## src/rtl/mult_pkg.sv

```systemverilog
// Shared definitions for the shift-add multiplier: FSM states and default operand width.
package mult_pkg;

  localparam int unsigned DefaultWidth = 4;

  typedef enum logic [1:0] {
    IDLE,
    CALC,
    DONE
  } state_e;

endpackage

```

## src/rtl/nbit_addsub.sv

```systemverilog
// N-bit adder/subtractor: sum = x + y, or x - y when sub is set (two's complement).
module nbit_addsub #(
  parameter int unsigned N = 5
) (
  input  logic [N-1:0] x,
  input  logic [N-1:0] y,
  input  logic         sub,
  output logic [N-1:0] sum,
  output logic         cout
);

  // Subtraction as x + ~y + 1.
  assign {cout, sum} = {1'b0, x} + {1'b0, y ^ {N{sub}}} + (N + 1)'(sub);

endmodule

```

## src/rtl/shift_add_multiplier.sv

```systemverilog
// Sequential shift-add multiplier, one multiplier bit per cycle, fixed latency.
// Define MULT_SIGNED_EN for two's-complement operands and product.
module shift_add_multiplier
  import mult_pkg::*;
#(
  parameter int unsigned WIDTH = DefaultWidth
) (
  input  logic                 clk,
  input  logic                 rst_n,
  input  logic                 start,
  input  logic [WIDTH-1:0]     a,
  input  logic [WIDTH-1:0]     b,
  output logic                 busy,
  output logic                 done,
  output logic [2*WIDTH-1:0]   product
);

`ifdef MULT_SIGNED_EN
  localparam bit SignedMode = 1'b1;
`else
  localparam bit SignedMode = 1'b0;
`endif

  localparam int unsigned CntW = (WIDTH > 1) ? $clog2(WIDTH) : 1;

  state_e               state_q, state_d;
  logic [CntW-1:0]      cnt_q, cnt_d;
  logic [WIDTH-1:0]     mcand_q, mcand_d;
  logic [WIDTH-1:0]     mplier_q, mplier_d;
  logic [2*WIDTH-1:0]   acc_q, acc_d;
  logic [2*WIDTH-1:0]   product_q, product_d;

  logic                 last_bit;
  logic [WIDTH:0]       add_x, add_y, add_sum;
  logic                 add_sub;
  logic                 unused_cout;
  logic [2*WIDTH-1:0]   acc_next;

  assign last_bit = (cnt_q == CntW'(WIDTH - 1));

  // Upper half and multiplicand are extended by one bit so no carry is lost.
  assign add_x   = {SignedMode & acc_q[2*WIDTH-1], acc_q[2*WIDTH-1:WIDTH]};
  assign add_y   = mplier_q[0] ? {SignedMode & mcand_q[WIDTH-1], mcand_q} : '0;
  // Signed: the multiplier MSB carries negative weight.
  assign add_sub = SignedMode & last_bit;

  nbit_addsub #(
    .N (WIDTH + 1)
  ) u_addsub (
    .x    (add_x),
    .y    (add_y),
    .sub  (add_sub),
    .sum  (add_sum),
    .cout (unused_cout)
  );

  // Shift right one: the full (WIDTH+1)-bit sum lands in the top bits.
  assign acc_next = {add_sum, acc_q[WIDTH-1:1]};

  always_comb begin
    state_d   = state_q;
    cnt_d     = cnt_q;
    mcand_d   = mcand_q;
    mplier_d  = mplier_q;
    acc_d     = acc_q;
    product_d = product_q;

    unique case (state_q)
      IDLE, DONE: begin
        if (start) begin
          mcand_d  = a;
          mplier_d = b;
          acc_d    = '0;
          cnt_d    = '0;
          state_d  = CALC;
        end else begin
          state_d = IDLE;
        end
      end
      CALC: begin
        acc_d    = acc_next;
        mplier_d = mplier_q >> 1;
        cnt_d    = cnt_q + 1'b1;
        if (last_bit) begin
          product_d = acc_next;
          state_d   = DONE;
        end
      end
      default: state_d = IDLE;
    endcase
  end

  always_ff @(posedge clk) begin
    if (!rst_n) begin
      state_q   <= IDLE;
      cnt_q     <= '0;
      mcand_q   <= '0;
      mplier_q  <= '0;
      acc_q     <= '0;
      product_q <= '0;
    end else begin
      state_q   <= state_d;
      cnt_q     <= cnt_d;
      mcand_q   <= mcand_d;
      mplier_q  <= mplier_d;
      acc_q     <= acc_d;
      product_q <= product_d;
    end
  end

  assign busy    = (state_q == CALC);
  assign done    = (state_q == DONE);
  assign product = product_q;

endmodule

```

## config.mk

```make
export PLATFORM = sky130hd
export DESIGN_NAME = shift_add_multiplier
export DESIGN_NICKNAME = d
export VERILOG_FILES = /design/src/rtl/mult_pkg.sv /design/src/rtl/nbit_addsub.sv /design/src/rtl/shift_add_multiplier.sv
export SDC_FILE = /design/constraint.sdc
export NUM_CORES = 1
export LEC_CHECK = 0
export CAP_MARGIN = 30
export CORE_UTILIZATION = 45
export CTS_CLUSTER_SIZE = 30
export DETAILED_ROUTE_END_ITERATION = 6
export HOLD_SLACK_MARGIN = 0.15
export PLACE_DENSITY_LB_ADDON = 0.08
export SLEW_MARGIN = 20
export SYNTH_ARGS = -nofsm -noshare
export SYNTH_HDL_FRONTEND = slang
export SYNTH_SLANG_ARGS = --single-unit
```

## constraint.sdc

```tcl
create_clock -name clk -period 1.97 [get_ports clk]
set_input_delay 0.394 -clock clk [delete_from_list [all_inputs] [get_ports clk]]
set_output_delay 0.394 -clock clk [all_outputs]
set_load 0.005 [all_outputs]
```

==> results of run 1 <==
logic make-up (layout without fill, tap and decap cells):
logic type | count (synthesis) | count (layout)
AOI/OAI and AO/OA | 33 | 33
and+or+nand+nor | 62 | 62
xor gates and xnor gates | 1 | 1
DFF | 27 | 27
adders and majority gates | 6 | 6
buffers and inverters | 10 | 32
area by class of cell:
| type | instances | area, µm² |
|---|---|---|
| clock buffer | 3 | 22.5 |
| clock inverter | 1 | 5.00 |
| fill | 224 | 1050 |
| inverter | 2 | 7.51 |
| multi-input combinational | 102 | 594 |
| sequential | 27 | 541 |
| tap | 30 | 37.5 |
| timing repair buffer | 26 | 245 |
metrics by stage:
| step | cells | setup slack, ns |
|---|---|---|
| finish | 191 | 0.151 |
| global route | 191 | 0.0387 |
| CTS | 191 | 0.141 |
| detailed placement | 187 | 0.232 |
| global placement | 187 | 0.288 |
| floorplan | 139 | 0.403 |
cell usage in the layout (no fill, tap or decap), drive strengths merged:
cell type,count
a2111oi,2
a211oi,1
a21o,3
a21oi,18
a311o,2
a311oi,3
and2,4
and3,2
and3b,1
buf,6
clkbuf,3
clkdlybuf4s50,20
clkinv,2
dfxtp,27
fa,1
ha,5
inv,1
nand2,32
nand2b,3
nand3,8
nand3b,1
nor2,8
nor2b,2
nor3,1
o21a,2
o21ai,1
o32ai,1
xnor2,1
worst paths after layout:
kind	start	end	slack (ns)	cells after the start
setup reg to reg	mplier_q[0]	product[7]	0.29	6
hold / removal	product[4]	product[4]	0.46	2
hold reg to reg	product[4]	product[4]	0.46	2
setup / recovery	state_q[0]	busy	0.15	3
Yosys cell counts, types with 2 or more instances:
master / number
a21o_1: 3
a21oi_1: 18
a311o_1: 2
a311oi_1: 3
and2_1: 4
and3_1: 2
buf_4: 2
buf_6: 3
dfxtp_1: 27
ha_1: 5
nand2_1: 32
nand2b_1: 3
nand3_1: 8
nor2_1: 8
nor2b_1: 2
o21a_1: 2
state kept, by name (all words and copies together), names as in the netlist:
| register | count |
|---|---|
| state_q | 2 |
| cnt_q | 2 |
| mcand_q | 4 |
| product | 8 |
| mplier_q | 4 |
| acc_q | 7 |
worst register-to-register path, stage by stage, from the launching register on:
cell	delay, ns
dfxtp_1	0.37
and2_1	0.14
ha_1	0.20
fa_1	0.40
a21o_1	0.19
a21oi_1	0.18
a21oi_1	0.09
metal layers:
metal / vias up / track usage, %
li1: 523 / -
met1: 482 / 22.8
met2: 16 / 33.7
met3: 2 / 2.82
met4: 0 / 8.77
met5: - / 0
power by group:
part	leakage [nW]	internal, mW	total [mW]	switching, mW
Sequential	0.219	0.563	0.575	0.0116
Clock	0.0177	0.0760	0.238	0.162
Combinational	0.344	0.0514	0.111	0.0597
==> impl_metrics.ini, run 1 <==
[setup_path]
max_stage_delay_ns = 0.48
critPathTopFamily = buffers and inverters
crit_path_end_kind = output port
cp_num_buf_inv = 2
critical_path_arrival_ns = 1.42
crit_chain = nand2b_1, clkinv_1, clkdlybuf4s50_1
crit_type = flip-flop to output port
cp_slowest_cell = clkdlybuf4s50_1
cp_max_fo = 6
startpoint_type = flip-flop
required_ns = 1.58

[synth]
netlist_area_mm2 = 0.00120
synthSimpleGateAreaFrac_pct = 23.6
synth-adder-area-share_pct = 6.86
synth-xor-area-share_pct = 0.728
yosysTopAreaCellShare_pct = 44.9
synth_compound_area_share_pct = 18.2
yosys-top-cells-area = dfxtp_1, nand2_1, a21oi_1, ha_1, nand3_1
synth_edf_count = 0
synthMuxAreaShare_pct = 0
yosysWarningCount = 0
synthFlopType = dfxtp_1
synth-seq-area-share_pct = 44.9
synth_area_leader_cell = dfxtp_1
synth_top_family_by_area = simple AND/OR/NAND/NOR gates
syn-num-nets = 156
syn_inst = 139
synth.avg_cell_area_um2 = 8.66
ys_ff_latch = 27
yosysUniqueCellTypes = 31
async_flop_share_pct = 0

[clocking]
cts_hold_buf = 0
cts_made_buffers = 3
cts_max_level = 1
path_clk_slew_ns = 0.15
cts_setup_buffers = 0
cts-root-buf = clkbuf_4
insertion_delay_ns = 0.32
cts_resized = 0
clock-sinks = 27
cts_tree = done
clockBufferDepth = 2

[placed_design]
io_buffer_count = 20
gp_congestion = 0.769
placed_area_mm2 = 0.00143
dp_hpwl_um = 1690

[power]
power_density_mw_per_mm2 = 636
p_total_mw = 0.924
total_leakage_power_nw = 0.581
ir_drop_uv = 456

[die]
initial_core_util_pct = 48.1
core-area_mm2 = 0.00250
dieHeight_um = 53.7
dieArea_mm2 = 0.00289
rows = 18
io-pin-count = 21
die_x_um = 53.7

[sta]
finalSetupTns_ns = 0
min_period_over_period_pct = 92.3
hold-worst-slack_ns = 0.463
grt_setup_unrepaired = false
period_needed_ns = 1.82
setup_viol = 0
fin_skew_ns = 0.00548
slew_viol_final = 0
final-hold-violation-count = 0
worst_pin_slew_ns = 0.443
fmax_mhz = 550
slew_headroom_pct = 70.5

[routing]
drc = 0
top_layer = met4
wl_per_cell_um = 12.5
viasPerCell = 5.36
wirelength_um = 2380
met2_length_um = 1170
drt.antenna.violating_nets = 0
drt-met1-wl_um = 1130
first_pass_iters = 4
num_vias = 1023
drtIter0Drc = 21
wl_met3_um = 73

[global_routing]
grt_overflow = 0
antenna_found_initial = 0
grt_usage_pct = 19.2
grt_pass1_wl_um = 3920
grt_max_degree = 20
grt_pass1_vias = 922

[cells_and_area]
fin_util_pct = 58.1
n_antenna_cell = 0
syn_to_final_growth_pct = 20.7
layout-drive-gt1-share_pct = 7.45
final_area_mm2 = 0.00145
fin_nets = 179

[run_status]
outcome = finished clean

[flow_run]
cap_violations = 0

[hold_path]
hold_path.class = flip-flop to flip-flop
No activity file was read; power rests on OpenSTA's default activity.
==> inputs of run 2 (changes only) <==
ABC_AREA = 1   (was unset)
==> run 2 against run 1 <==
Net effect: critical path depth unchanged; largest power group unchanged; via count is 2.3% lower; clock power hardly changed; critical path type unchanged; global-route usage shrank 2.2 points; count of clock-buffer cells in the layout increased by 1; combinational power up 15%; sequential power increased by 1%; core utilization up 0.62 points; non-clock buffer count is 4 lower.
==> impl_metrics.ini, run 2 <==
[global_routing]
grt_usage_pct = 17.1
grt_overflow = 0
grt_pass1_wl_um = 3560
antenna_found_initial = 0
grt_max_degree = 16
grt_pass1_vias = 856

[routing]
num_vias = 999
wl_per_cell_um = 11.2
first_pass_iters = 4
drc = 0
viasPerCell = 4.95
wirelength_um = 2270
drt.antenna.violating_nets = 0
drtIter0Drc = 14

[placed_design]
dp_hpwl_um = 1680
io_buffer_count = 20
gp_congestion = 0.737
placed_area_mm2 = 0.00145

[setup_path]
critical_path_arrival_ns = 1.43
cp_max_fo = 2
required_ns = 1.58
max_stage_delay_ns = 0.50
crit_path_end_kind = output port
startpoint_type = flip-flop
crit_type = flip-flop to output port
crit_chain = inv_1, nor2_1, clkdlybuf4s50_1
cp_slowest_cell = clkdlybuf4s50_1

[sta]
min_period_over_period_pct = 92.3
finalSetupTns_ns = 0
slew_headroom_pct = 61.0
slew_viol_final = 0
worst_pin_slew_ns = 0.584
fmax_mhz = 550
period_needed_ns = 1.82
fin_skew_ns = 0.00759
final-hold-violation-count = 0
grt_setup_unrepaired = false
hold-worst-slack_ns = 0.466
setup_viol = 0

[clocking]
cts_tree = done
cts_hold_buf = 0
clockBufferDepth = 2
insertion_delay_ns = 0.33
cts_setup_buffers = 0
cts_resized = 0
cts_max_level = 1
cts-root-buf = clkbuf_4
path_clk_slew_ns = 0.14
clock-sinks = 27
cts_made_buffers = 3

[synth]
synthFlopType = dfxtp_1
yosysWarningCount = 0
syn_inst = 149
synth.avg_cell_area_um2 = 8.17
yosysTopAreaCellShare_pct = 44.4
syn-num-nets = 166
synth_area_leader_cell = dfxtp_1
yosys-top-cells-area = dfxtp_1, nand2_1, a21oi_2, ha_1, nor2_1
ys_ff_latch = 27
async_flop_share_pct = 0
netlist_area_mm2 = 0.00122
synth.most_common_cell = nand2_1
synth-seq-area-share_pct = 44.4
netlist_top_cells_count = nand2_1, dfxtp_1, nor2_1
yosysUniqueCellTypes = 25
synth_edf_count = 0

[power]
ir_drop_uv = 504
total_leakage_power_nw = 0.641
p_total_mw = 0.950
power_density_mw_per_mm2 = 641

[flow_run]
cap_violations = 0

[cells_and_area]
final_area_mm2 = 0.00148
layout_commonest_cell = nand2_1
fin_nets = 190
final_cell_mix = nand2_1, dfxtp_1, clkdlybuf4s50_1, nor2_1, inv_1
n_antenna_cell = 0
fin_util_pct = 58.7
largest_reg_flops = 8
syn_to_final_growth_pct = 21.7
layout-drive-gt1-share_pct = 15.1

[die]
io-pin-count = 21
core-area_mm2 = 0.00252
rows = 18
dieArea_mm2 = 0.00292
dieHeight_um = 54.0
die_x_um = 54.0
initial_core_util_pct = 48.3

[hold_path]
hold_path.class = flip-flop to flip-flop

[run_status]
outcome = finished clean
-- run 2: per-stage QoR --
step                worst slack, ns  std cells
floorplan                     0.530        149
global placement              0.415        197
detailed placement            0.403        197
CTS                          0.0138        201
global route                 0.0740        202
finish                        0.151        202
-- run 2: kinds of logic after synthesis --
| logic type | count (synthesis) | synth area share [%] |
|---|---|---|
| AO/OA/AOI/OAI | 26 | 15.1 |
| XOR/XNOR | 1 | 0.720 |
| adder cells (fa/ha/maj) | 6 | 6.78 |
| buffers and inverters | 18 | 6.17 |
| flip-flops | 27 | 44.4 |
| AND/OR/NAND/NOR | 71 | 26.8 |
-- run 2: worst max-delay path, delay by kind of cell (launching register included) --
family                 cells  cell delay [ns]
AND/OR/NAND/NOR            1             0.09
buffers and inverters      2             0.56
flip-flops                 1             0.46
-- run 2: where the power goes --
part | internal (mW) | leakage, nW | total, mW | switching (mW)
logic | 0.0557 | 0.406 | 0.128 | 0.0726
registers | 0.568 | 0.220 | 0.581 | 0.0134
clock network | 0.0794 | 0.0150 | 0.241 | 0.161
-- run 2: per-layer routing --
layer	up-vias	wire, µm	track usage [%]
met5	-	0	0
met4	0	27	6.41
met3	2	54	2.54
met2	10	1050	29.8
met1	457	1140	20.9
li1	530	-	-
-- run 2: final cells by class --
| type | count | area (µm²) |
|---|---|---|
| timing repair buffer | 22 | 215 |
| tap | 30 | 37.5 |
| fill | 248 | 1040 |
| sequential | 27 | 541 |
| clock buffer | 4 | 26.3 |
| multi-input combinational | 104 | 602 |
| inverter | 15 | 60.1 |
-- run 2: final timing paths --
path / end / cells after the start / startpoint / slack [ns]
setup / recovery: done / 3 / state_q[1] / 0.15
hold / removal: cnt_q[0] / 1 / cnt_q[0] / 0.47
setup reg to reg: acc_q[5] / 7 / mplier_q[0] / 0.40
hold reg to reg: cnt_q[0] / 1 / cnt_q[0] / 0.47
